[src/rtl/noise_gate.sv]
`timescale 1ns/1ps
// Stereo downward expander / noise gate: peak envelope, 5-state FSM and a
// Q1.8 gain ramp applied over a two-stage per-frame pipeline.
module noise_gate #(
  parameter int          OPEN_THRESH  = 2000000,
  parameter int          CLOSE_THRESH = 1000000,
  parameter int unsigned HOLD_SAMPLES = 4800,
  parameter int unsigned ATTACK_STEP  = 16,
  parameter int unsigned RELEASE_STEP = 1,
  parameter int unsigned DECAY_SHIFT  = 10
) (
  input  logic               CLOCK_50,
  input  logic               resetn,
  input  logic               enable,
  input  logic               sample_valid,
  input  logic signed [31:0] in_L,
  input  logic signed [31:0] in_R,
  output logic signed [31:0] out_L,
  output logic signed [31:0] out_R,
  output logic               out_valid,
  output logic               gate_open
);

  localparam int unsigned HW = $clog2(HOLD_SAMPLES + 1);

  typedef enum logic [2:0] {
    ST_CLOSED,
    ST_ATTACK,
    ST_OPEN,
    ST_HOLD,
    ST_RELEASE
  } state_t;

  state_t             state_q, state_d;
  logic        [8:0]  gain_q, gain_d;
  logic signed [31:0] env_q, env_d;
  logic      [HW-1:0] hold_q, hold_d;
  logic signed [31:0] l_q, r_q;
  logic               v_q;
  logic signed [31:0] out_l_q, out_r_q, out_l_d, out_r_d;
  logic               ov_q, gate_q, gate_d;

  logic signed [31:0] mag_l, mag_r, peak, env_dec, env_new;
  logic        [9:0]  gain_up;
  logic signed [40:0] prod_l, prod_r;
  logic               unused_bits;

  // |-2^31| has no positive 32-bit form, so it saturates to 2^31-1
  function automatic logic signed [31:0] abs_sat(input logic signed [31:0] x);
    if (x == 32'sh8000_0000) return 32'sh7FFF_FFFF;
    return (x < 0) ? -x : x;
  endfunction

  always_comb begin
    mag_l   = abs_sat(l_q);
    mag_r   = abs_sat(r_q);
    peak    = (mag_l > mag_r) ? mag_l : mag_r;
    env_dec = env_q - (env_q >>> DECAY_SHIFT);
    env_new = (peak > env_dec) ? peak : env_dec;
    gain_up = {1'b0, gain_q} + 10'(ATTACK_STEP);

    prod_l  = $signed({{9{l_q[31]}}, l_q}) * $signed({32'd0, gain_q});
    prod_r  = $signed({{9{r_q[31]}}, r_q}) * $signed({32'd0, gain_q});
    out_l_d = enable ? prod_l[39:8] : l_q;
    out_r_d = enable ? prod_r[39:8] : r_q;
    unused_bits = ^{prod_l[40], prod_l[7:0], prod_r[40], prod_r[7:0]};
  end

  always_comb begin
    state_d = state_q;
    gain_d  = gain_q;
    env_d   = env_q;
    hold_d  = hold_q;
    if (!enable) begin
      state_d = ST_CLOSED;
      gain_d  = '0;
      env_d   = '0;
      hold_d  = '0;
    end else if (v_q) begin
      env_d = env_new;
      unique case (state_q)
        ST_CLOSED: if (env_new >= OPEN_THRESH) state_d = ST_ATTACK;
        ST_ATTACK: begin
          if (gain_up >= 10'd256) begin
            gain_d  = 9'd256;
            state_d = ST_OPEN;
          end else begin
            gain_d = gain_up[8:0];
          end
        end
        ST_OPEN: begin
          if (env_new < CLOSE_THRESH) begin
            state_d = ST_HOLD;
            hold_d  = HW'(HOLD_SAMPLES);
          end
        end
        ST_HOLD: begin
          if (env_new >= OPEN_THRESH)    state_d = ST_OPEN;
          else if (hold_q == HW'(1))     state_d = ST_RELEASE;
          else                           hold_d  = hold_q - HW'(1);
        end
        ST_RELEASE: begin
          if (env_new >= OPEN_THRESH) begin
            state_d = ST_ATTACK;
          end else if ({1'b0, gain_q} <= 10'(RELEASE_STEP)) begin
            gain_d  = '0;
            state_d = ST_CLOSED;
          end else begin
            gain_d = gain_q - 9'(RELEASE_STEP);
          end
        end
        default: state_d = ST_CLOSED;
      endcase
    end
    gate_d = (state_d == ST_OPEN) || (state_d == ST_HOLD);
  end

  always_ff @(posedge CLOCK_50 or negedge resetn) begin
    if (!resetn) begin
      l_q     <= '0;
      r_q     <= '0;
      v_q     <= 1'b0;
      state_q <= ST_CLOSED;
      gain_q  <= '0;
      env_q   <= '0;
      hold_q  <= '0;
      out_l_q <= '0;
      out_r_q <= '0;
      ov_q    <= 1'b0;
      gate_q  <= 1'b0;
    end else begin
      v_q <= sample_valid;
      if (sample_valid) begin
        l_q <= in_L;
        r_q <= in_R;
      end
      state_q <= state_d;
      gain_q  <= gain_d;
      env_q   <= env_d;
      hold_q  <= hold_d;
      gate_q  <= gate_d;
      ov_q    <= v_q;
      if (v_q) begin
        out_l_q <= out_l_d;
        out_r_q <= out_r_d;
      end
    end
  end

  assign out_L     = out_l_q;
  assign out_R     = out_r_q;
  assign out_valid = ov_q;
  assign gate_open = gate_q;

endmodule

[config.mk]
export PLATFORM = sky130hd
export DESIGN_NAME = noise_gate
export DESIGN_NICKNAME = d
export VERILOG_FILES = /design/src/rtl/noise_gate.sv
export SDC_FILE = /design/constraint.sdc
export NUM_CORES = 2
export LEC_CHECK = 0
export CELL_PAD_IN_SITES_DETAIL_PLACEMENT = 0
export CELL_PAD_IN_SITES_GLOBAL_PLACEMENT = 1
export CORE_UTILIZATION = 40
export CTS_BUF_LIST = sky130_fd_sc_hd__clkbuf_4 sky130_fd_sc_hd__clkbuf_8
export DETAILED_ROUTE_END_ITERATION = 6
export PLACE_DENSITY_LB_ADDON = 0.1
export SKIP_CTS_REPAIR_TIMING = 1
export SLEW_MARGIN = 20
export SYNTH_ARGS = -nofsm -noshare
export SYNTH_HDL_FRONTEND = slang
export SYNTH_SLANG_ARGS = --single-unit
[constraint.sdc]
create_clock -name CLOCK_50 -period 27 [get_ports CLOCK_50]
set_input_delay 4.05 -clock CLOCK_50 [delete_from_list [all_inputs] [get_ports CLOCK_50]]
set_output_delay 4.05 -clock CLOCK_50 [all_outputs]
set_load 0.05 [all_outputs]
==> reports/results.txt <==
Yosys Warn Count = 0
Hold EP = out_R[22]$_DFFE_PN0P_
Gpl congestion = 0.9078
Static leakage = 17.79 nW
Top Metal Used = met4
Synth Register Bits = 188
Min-Delay Path Class = flop to flop
Largest net degree at the start of global routing = 99
Commonest non-fill, non-tap cells in the layout = inv_1 (569), fa_1 (453), and2_1 (370), nand2_1 (355), ha_1 (267)
Drt wl/cell = 21.43 um
Cell area power density = 58.29 mW/mm^2
DR vias = 25980
Critical path capture point type = flop
Fmax = 0.09531 GHz
CTS Buffer Depth = 2
Maxcap violations = 0
Drt drc = 2
Total grt overflow = 0
Number of library cell types mapped by synthesis = 86
Cells after Synth = 3750
Worst VDD drop = 0.06322 mV
Area grow syn2layout = 7.917%
Critical path's slowest cell = or4_1
WL met1 = 49530 um
Fillcell total = 7989
Max transition margin = 32.38%
Initial antenna violation count = 4
CTS root buf = clkbuf_8
Flop2flop setup slack = 16510 ps
Post-layout util = 43.64%
Final HPWL DP = 78140 um
Vias in the first global route = 27250
Hold Violations, Final = 0
Path depth of the worst reg2reg path = 29
Hold Path Depth = 1
DRT iter0 DRCs = 1713
Worst r2r src = r_q[11]$_DFFE_PN0P_
Status = finished, violations left
Crit path launch type = flop
Gr usage total = 25.87%
Total Power = 2.049 mW
H-tree depth = 4
Top Ports = 134
Post-DRT Antenna Nets = 0
First-pass iteration count of the detailed router = 7
Clock tree sinks = 188
Final #Nets = 4511
Clk_lat worst skew = 640 ps
CP required = 27530 ps
DIE HEIGHT = 287.4 um
Main flop type after synthesis = dfrtp_1
Met3 Wirelength = 4323 um
Sequential fraction of the synthesis area = 14.44%
Worst endpoint data arrival time = 11020 ps
Final setup fails = 0
Area of the core = 0.08055 mm^2
End of the worst register-to-register path = hold_q[9]$_DFFE_PN0P_
Worst Min Path Start = out_R[22]$_DFFE_PN0P_
Post-synthesis net count = 4538
Post-synth EDFFs = 0
Initial core utilization = 40.44%
Failing checks = design-rule violations
Detail Route met2 WL = 47450 um
Crit path time final = 10490 ps
Worst-path clk slew = 130 ps
Port Buffers = 133
Period Utilization, post-route = 38.86%
Slew Limit Fails = 0
Row Count = 104
Max stage delay on crit path = 640 ps
Vias per cell = 5.415
Most common cell after layout, fill and taps aside = inv_1
Synth Cell Area = 0.03257 mm^2
CTS tree = done
Post-Route WL = 102800 um
Critical path peak fanout = 62
Layout cell share with drive strength beyond 1 = 5.434%
Critical path class = flop to flop
Avg Inst Size Synth = 8.685 um^2
Unrepaired setup endpoints after global routing = false
First-pass GRT wire length = 162600 um
Async SR Flop Fraction = 100.0%
Worst clock skew = 30.39 ps
Setup TNS = 0 ps
Die ar. = 0.08257 mm^2
Worst slew pin tran = 1005 ps
Die Width = 287.4 um
CTS Buf Count = 17
kinds of logic (layout without fill, tap and decap cells):
logic type / count (synthesis) / count (layout) / synth area share (%)
AOI/OAI and AO/OA: 560 / 560 / 11.11
adders and majority gates: 720 / 720 / 38.10
DFF: 188 / 188 / 14.44
other: 0 / 1 / 0
buffers and inverters: 797 / 783 / 9.227
xor gates and xnor gates: 145 / 145 / 3.899
and+or+nand+nor: 1201 / 1201 / 18.67
muxes: 139 / 139 / 4.545
worst max path at each step:
| stage | from | to | slack (ps) |
|---|---|---|---|
| floorplan | r_q[10]$_DFFE_PN0P_ | hold_q[11]$_DFFE_PN0P_ | 18120 |
| global placement | r_q[11]$_DFFE_PN0P_ | hold_q[9]$_DFFE_PN0P_ | 16780 |
| detailed placement | r_q[11]$_DFFE_PN0P_ | hold_q[9]$_DFFE_PN0P_ | 16640 |
| CTS | r_q[11]$_DFFE_PN0P_ | hold_q[9]$_DFFE_PN0P_ | 16610 |
| global route | r_q[11]$_DFFE_PN0P_ | hold_q[5]$_DFFE_PN0P_ | 15870 |
| finish | r_q[11]$_DFFE_PN0P_ | hold_q[9]$_DFFE_PN0P_ | 16510 |
per-stage QoR:
stage	hold slack, ps	instance area (um^2)	worst slack (ps)	cells
after floorplan	461.6	32570	18120	3750
after global placement	471.0	34750	16780	4764
after detailed placement	489.1	34750	16640	4764
after CTS	521.5	35150	16610	4796
after global routing	534.0	35150	15870	4797
final	513.2	35150	16510	4797
synthesized netlist by cell type, types with 37 or more instances:
library cell    n  area (um^2)
inv_1         570         2140
fa_1          453         9069
and2_1        370         2315
nand2_1       355         1333
ha_1          267         3341
nor2_1        219        822.0
clkbuf_1      207        777.0
a21oi_1       200         1001
dfrtp_1       188         4705
o21ai_0        99        495.5
xnor2_1        85        744.5
mux2_2         71        799.5
mux2i_1        68        680.7
xor2_1         60        525.5
a21o_1         44        330.3
nand3_1        40        200.2
nor3_1         37        185.2
state kept, by name, summed over array words and instances, names as in the netlist:
signal     count
state_q        3
hold_q        13
gain_q         9
l_q           32
env_q         32
out_valid      1
out_L         32
gate_open      1
v_q            1
out_R         32
r_q           32
layout make-up:
cell class / count / area, um^2 / share of cell area [%]
clock buffer: 18 / 247.7 / 0.7048
tap: 1060 / 1326 / 3.773
inverter: 572 / 2147 / 6.109
sequential: 188 / 4722 / 13.43
clock inverter: 14 / 152.6 / 0.4343
antenna: 1 / 2.502 / 0.007119
multi-input combinational: 2765 / 24870 / 70.77
timing repair buffer: 179 / 1677 / 4.770
metal layers:
layer | track usage (%) | vias up
li1 | - | 12040
met1 | 37.50 | 13270
met2 | 41.15 | 594
met3 | 3.151 | 76
met4 | 5.678 | 0
met5 | 0 | -
where the power goes:
group / total [mW] / internal, mW / switching [mW]
registers: 0.399 / 0.323 / 0.0760
logic: 1.43 / 0.516 / 0.919
clock network: 0.214 / 0.0715 / 0.143
critical path: cells and delay by family (launching register included):
kind                     cells  cell delay [ps]
flip-flops                   1              610
AND/OR/NAND/NOR             14             5140
multiplexers                 2              640
buffers and inverters        4             1040
adder cells (fa/ha/maj)      2              620
AO/OA/AOI/OAI                7             2310
Power figures use the tool's default switching activity.
